### src/rtl/shiftreg_right_alu_if.sv
// shiftreg_right_alu_if: ALU bus (op/en/operands in, result/status out) for the right-shift unit.
interface shiftreg_right_alu_if #(
   parameter int WIDTH_IN = 3,
   parameter int CNT_W    = 3
);
   logic                  en;
   logic [1:0]            op;
   logic [WIDTH_IN-1:0]   A;
   logic [WIDTH_IN-1:0]   B;
   logic [CNT_W-1:0]      amount;
   logic                  arith;
   logic [2*WIDTH_IN-1:0] Doutshift;
   logic                  busy;
   logic                  done;
   modport master (output en, op, A, B, amount, arith, input Doutshift, busy, done);
   modport slave  (input en, op, A, B, amount, arith, output Doutshift, busy, done);
endinterface

### src/rtl/shiftreg_right_alu.sv
// shiftreg_right_alu: loads {A,B} and shifts it right one bit per enabled clock, logical or arithmetic.
module shiftreg_right_alu #(
   parameter int         WIDTH_IN = 3,
   parameter logic [1:0] OP_CODE  = 2'b10,
   parameter int         CNT_W    = 3
) (
   input logic clk,
   input logic rst,
   shiftreg_right_alu_if.slave bus
);
   localparam int W = 2 * WIDTH_IN;
   typedef enum logic {IDLE, SHIFT} state_t;
   state_t           state_q, state_d;
   logic [W-1:0]     dout_q, dout_d;
   logic [CNT_W-1:0] cnt_q, cnt_d;
   logic             arith_q, arith_d, busy_q, busy_d, done_q, done_d;
   logic [W-1:0]     ld;
   function automatic logic [W-1:0] shr(input logic [W-1:0] x, input logic a);
      return {a & x[W-1], x[W-1:1]};
   endfunction
   always_ff @(posedge clk or posedge rst) begin
      if (rst) begin
         state_q <= IDLE;
         dout_q  <= '0;
         cnt_q   <= '0;
         arith_q <= 1'b0;
         busy_q  <= 1'b0;
         done_q  <= 1'b0;
      end else begin
         state_q <= state_d;
         dout_q  <= dout_d;
         cnt_q   <= cnt_d;
         arith_q <= arith_d;
         busy_q  <= busy_d;
         done_q  <= done_d;
      end
   end
   // Amounts 0 and 1 finish in the start cycle; only N>=2 enters SHIFT.
   always_comb begin
      state_d = state_q;
      dout_d  = dout_q;
      cnt_d   = cnt_q;
      arith_d = arith_q;
      busy_d  = busy_q;
      done_d  = 1'b0;
      ld      = {bus.A, bus.B};
      if (bus.en) begin
         if (state_q == SHIFT) begin
            dout_d = shr(dout_q, arith_q);
            cnt_d  = cnt_q - CNT_W'(1);
            if (cnt_q == CNT_W'(1)) begin
               busy_d  = 1'b0;
               done_d  = 1'b1;
               state_d = IDLE;
            end
         end else if (bus.op == OP_CODE) begin
            dout_d = (bus.amount == '0) ? ld : shr(ld, bus.arith);
            done_d = bus.amount < CNT_W'(2);
            if (bus.amount >= CNT_W'(2)) begin
               cnt_d   = bus.amount - CNT_W'(1);
               arith_d = bus.arith;
               busy_d  = 1'b1;
               state_d = SHIFT;
            end
         end
      end
   end
   assign bus.Doutshift = dout_q;
   assign bus.busy      = busy_q;
   assign bus.done      = done_q;
endmodule

### src/flat_wrapper.sv
// flat-port wrapper written by rule: the top's interface ports become plain ports
module shiftreg_right_alu_flat 
#(
   parameter int         WIDTH_IN = 3,
   parameter logic [1:0] OP_CODE  = 2'b10,
   parameter int         CNT_W    = 3
)
  (clk, rst, bus_en, bus_op, bus_A, bus_B, bus_amount, bus_arith, bus_Doutshift, bus_busy, bus_done);
  shiftreg_right_alu_if #(.WIDTH_IN(WIDTH_IN), .CNT_W(CNT_W)) bus_i ();
  input logic clk;
  input logic rst;
  input wire logic [$bits(bus_i.en)-1:0] bus_en;
  input wire logic [$bits(bus_i.op)-1:0] bus_op;
  input wire logic [$bits(bus_i.A)-1:0] bus_A;
  input wire logic [$bits(bus_i.B)-1:0] bus_B;
  input wire logic [$bits(bus_i.amount)-1:0] bus_amount;
  input wire logic [$bits(bus_i.arith)-1:0] bus_arith;
  output wire logic [$bits(bus_i.Doutshift)-1:0] bus_Doutshift;
  output wire logic [$bits(bus_i.busy)-1:0] bus_busy;
  output wire logic [$bits(bus_i.done)-1:0] bus_done;
  assign bus_i.en = bus_en;
  assign bus_i.op = bus_op;
  assign bus_i.A = bus_A;
  assign bus_i.B = bus_B;
  assign bus_i.amount = bus_amount;
  assign bus_i.arith = bus_arith;
  assign bus_Doutshift = bus_i.Doutshift;
  assign bus_busy = bus_i.busy;
  assign bus_done = bus_i.done;
  shiftreg_right_alu #(.WIDTH_IN(WIDTH_IN), .OP_CODE(OP_CODE), .CNT_W(CNT_W)) u_core (.clk(clk), .rst(rst), .bus(bus_i));
endmodule
### config.mk
export PLATFORM = sky130hd
export DESIGN_NAME = shiftreg_right_alu_flat
export DESIGN_NICKNAME = d
export VERILOG_FILES = /design/src/rtl/shiftreg_right_alu_if.sv /design/src/rtl/shiftreg_right_alu.sv /design/src/flat_wrapper.sv
export SDC_FILE = /design/constraint.sdc
export NUM_CORES = 1
export LEC_CHECK = 0
export ABC_CLOCK_PERIOD_IN_PS = 1100
export CORE_MARGIN = 8
export CORE_UTILIZATION = 41
export CTS_CLUSTER_SIZE = 16
export DETAILED_ROUTE_END_ITERATION = 6
export GPL_ROUTABILITY_DRIVEN = 0
export PLACE_DENSITY = 0.72
export SKIP_CTS_REPAIR_TIMING = 1
export SYNTH_ARGS = -nofsm -noshare
export SYNTH_HDL_FRONTEND = slang
export SYNTH_SLANG_ARGS = --single-unit
### constraint.sdc
create_clock -name clk -period 1.1 [get_ports clk]
set_input_delay 0.22 -clock clk [delete_from_list [all_inputs] [get_ports clk]]
set_output_delay 0.22 -clock clk [all_outputs]
set_load 0.05 [all_outputs]
==> results.txt <==
- Outcome: complete, but fails checks
- Violations in the final reports: setup timing
- The via count of the first global-routing pass came to 803.
- Worst vdd rail ir drop: 1700 uV
* Syn Inst Count: 85
- Max-capacitance violation count: 0
- Setup slack on the worst reg-to-reg path comes out at -0.06 ns.
- After the first detailed-routing iteration, the DRC count stood at 5.
- The filler cells instantiated in the layout total 143.
* Detail-routed net length per standard cell: 14.8 um
- At the worst endpoint, the arrival time is 1.32 ns.
* Length of the first detailed-routing pass in iterations: 4
* Clk Latency, worst-skew pair: 0.28 ns
- Least-Margin Pin Slew: 0.502 ns
* Number of flops mapped to enable cells by yosys: 0
- Net count after synthesis: 104
* Clock sinks: 13
- Startpoint types: register
* Classification of the worst-slack hold path: primary input to async pin
- Of the total synthesized cell area, the portion taken by XOR and XNOR cells is 0.0107.
* Syn Std Cell Area: 816 um2
- TritonCTS built the clock tree.
- Quantity of I/O buffers inserted on ports: 22
- Setup repair after global routing could not meet its margin everywhere.
* Setup skew after layout: 0.00220 ns
* Endpoint of the worst-slack reg-to-reg timing path: u_core.bus.Doutshift[4]$_DFFE_PP0P_
* # setup viols final: 10
- Ys async rst share: 1.00
* Layout area overhead: 76.7%
* Most used flip-flop cell after synthesis: dfrtp_1
- Worst Slack Setup Final: -0.0563 ns
- The worst setup path is captured at a register.
* Mux share of post-synthesis cell area: 0.137
- Power density over the cells: 2380 mW/mm2
- Summed over all nets, the half-perimeter wirelength after detailed placement is 1710 um.
* Final design instance area without fill: 0.00144 mm2
- Die area: 0.00367 mm2
- Crit path kind: register to register
- Of the post-synthesis cell area, the dominant cell type holds 0.399.
- Clock tree root driver cell: clkbuf_4
* #FFs+latches synth: 13
- Number of antenna violations at the first check in global routing: 0
* Sequential element share of the synthesized area: 0.399
- Subtracting the final worst setup slack from the clock period gives 1.16 ns.
- In this run, CTS created clock tree buffers numbering 3.
- Number of remaining DRC errors: 0
* Row cnt: 16
- # nets final: 147
- Measured along the y axis, the die boundary spans 60.6 um.
- After detailed placement, the total cell area comes to 0.00127 mm2.
- Static timing analysis puts the maximum clock frequency at 865 MHz.
* Basic-gate share of the synthesized area counting and, or, nand and nor cells: 0.152
* Number of antenna-violating nets in the routed design: 0
* Number of ports placed on the die boundary: 23
- Of the available clock period, the critical path in the final layout requires 1.05.
* Synth top area cells: dfrtp_1, mux2_4, ha_1
- Max-slew headroom: 0.664
- In this run the static leakage power is 0.000669 uW.
- The fraction of the mapped netlist area in compound gates is 0.173.
* Reg2reg start: u_core.state_q$_DFFE_PP0P_
* Final Core Density: 0.750
- After synthesis, the netlist uses 29 different library cells.
- For this run, the number of standard cells in the final layout without fillers is 154.
- For this run, the number of Yosys warnings is 0.
- Largest net degree at the start of global routing: 14
- For this block, the via count after detailed routing is 772.
- Die width: 60.6 um
* Number of cells on the worst reg-to-reg path: 3
* Slew Viols, Final: 0
- In the final layout, the share of cells above drive strength 1 is 0.480.
* Post-synth top area cell: dfrtp_1
- CTS H-Tree Depth: 1
* Adder-cell share of the synthesized area: 0.0613
* Placeable core region: 0.00192 mm2
* Maximum fanout along the worst path: 7
- Area used by multi-input combinational logic: 534 um2
* Initial standard-cell utilization of the core: 0.424
- DR vias/cell: 5.01
- Each instance of the synthesized netlist takes up on average 9.60 um2.
- In the final layout, flip-flops and latches occupy 325 um2.
* Number of hold violations in the final report: 0
- Max Root-Sink Buffers: 2
- Placed instance count: 145
* Dominant combinational cell family by area after synthesis: compound AO/OA/AOI/OAI gates
- For this block, the routed nets add up to 2280 um of wire.
* Total GRT Usage: 0.124
- After clock tree synthesis, the clock-pin slew on the worst setup and hold paths is 0.08 ns.
- Required time of the critical path: 1.27 ns
- The first global-routing pass estimated 3390 um of wire.
* Antenna fix cells: 0
- On the final layout, the worst hold slack is 0.223 ns.
- The total overflow left after global routing is 0.
==> cell families (layout without fill, tap and decap cells) <==
logic type	Yosys count	count (layout)
muxes	9	9
DFF	13	13
xor gates and xnor gates	1	1
AOI/OAI and AO/OA	23	23
adders and majority gates	4	4
and+or+nand+nor	24	24
buffers and inverters	11	53
==> registers in the layout, summed over array words and instances, names as in the netlist <==
register,flops
u_core.bus.busy,1
u_core.state_q,1
u_core.bus.done,1
u_core.cnt_q,3
u_core.arith_q,1
u_core.bus.Doutshift,6
==> placed cells by master (no fill, tap or decap), types with 3 or more instances in the layout <==
master,netlist,layout
buf_4,1,21
dfrtp_1,13,13
buf_12,0,9
clkdlybuf4s50_1,0,8
nand2_1,8,7
a21oi_1,6,5
o21ai_1,5,5
mux2_4,4,5
mux2i_1,4,4
dlymetal6s2s_1,0,4
nor2b_4,0,3
nor2b_1,4,3
nor3_2,0,3
clkbuf_4,0,3
==> power by group <==
| part | switching, uW | internal, uW |
|---|---|---|
| Sequential | 240 | 687 |
| Combinational | 1060 | 1150 |
| Clock | 158 | 141 |
==> layout make-up <==
| type | count | area share |
|---|---|---|
| inverters | 6 | 0.0295 |
| clock buffers | 4 | 0.0182 |
| repair buffers | 43 | 0.332 |
| multi-input cells | 61 | 0.371 |
| well taps | 27 | 0.0234 |
| flip-flops and latches | 13 | 0.226 |
==> worst max-delay path: stages, from the launching register on <==
cell and delay [ns]:
dfrtp_1 0.41, buf_4 0.18, a211o_1 0.27, a22o_1 0.18
==> synthesized netlist by cell type, types with 2 or more instances <==
library cell  count
buf_2             2
ha_1              4
o21ai_0           4
nand2_1           8
o21ai_1           5
dfrtp_1          13
nor2b_2           2
a21oi_1           6
nor3_1            5
mux2_4            4
nor2b_1           4
nand3_1           3
mux2i_1           4
inv_1             6
==> per-stage QoR <==
stage	power (uW)	worst slack, ns	setup TNS [ns]
after floorplan	1910	-0.102	-0.440
after global placement	2750	-0.777	-8.29
after detailed placement	2820	-0.826	-8.84
after CTS	3130	-0.530	-5.08
after global routing	3630	-0.113	-0.942
final	3430	-0.0563	-0.276
==> per-layer routing <==
metal	wire length (um)	part of all wire	vias up	global-route usage
met5	0	0	-	0
met4	14	0.0061	0	0.0565
met3	132	0.058	2	0.0403
met2	1270	0.56	18	0.229
met1	862	0.38	368	0.120
li1	-	-	384	-
==> worst max-delay path by stage <==
stage	from	to	slack, ns	cells past startpoint
global route	u_core.cnt_q[1]$_DFFE_PP0P_	u_core.bus.done$_DFF_PP0_	-0.11	6
CTS	bus_amount[1]	u_core.bus.Doutshift[1]$_DFFE_PP0P_	-0.53	7
detailed placement	bus_amount[1]	u_core.bus.Doutshift[1]$_DFFE_PP0P_	-0.83	7
global placement	bus_amount[1]	u_core.bus.Doutshift[3]$_DFFE_PP0P_	-0.78	7
finish	u_core.state_q$_DFFE_PP0P_	u_core.bus.Doutshift[4]$_DFFE_PP0P_	-0.06	3
floorplan	bus_amount[1]	u_core.bus.Doutshift[3]$_DFFE_PP0P_	-0.10	7
No activity file was read; power rests on OpenSTA's default activity.
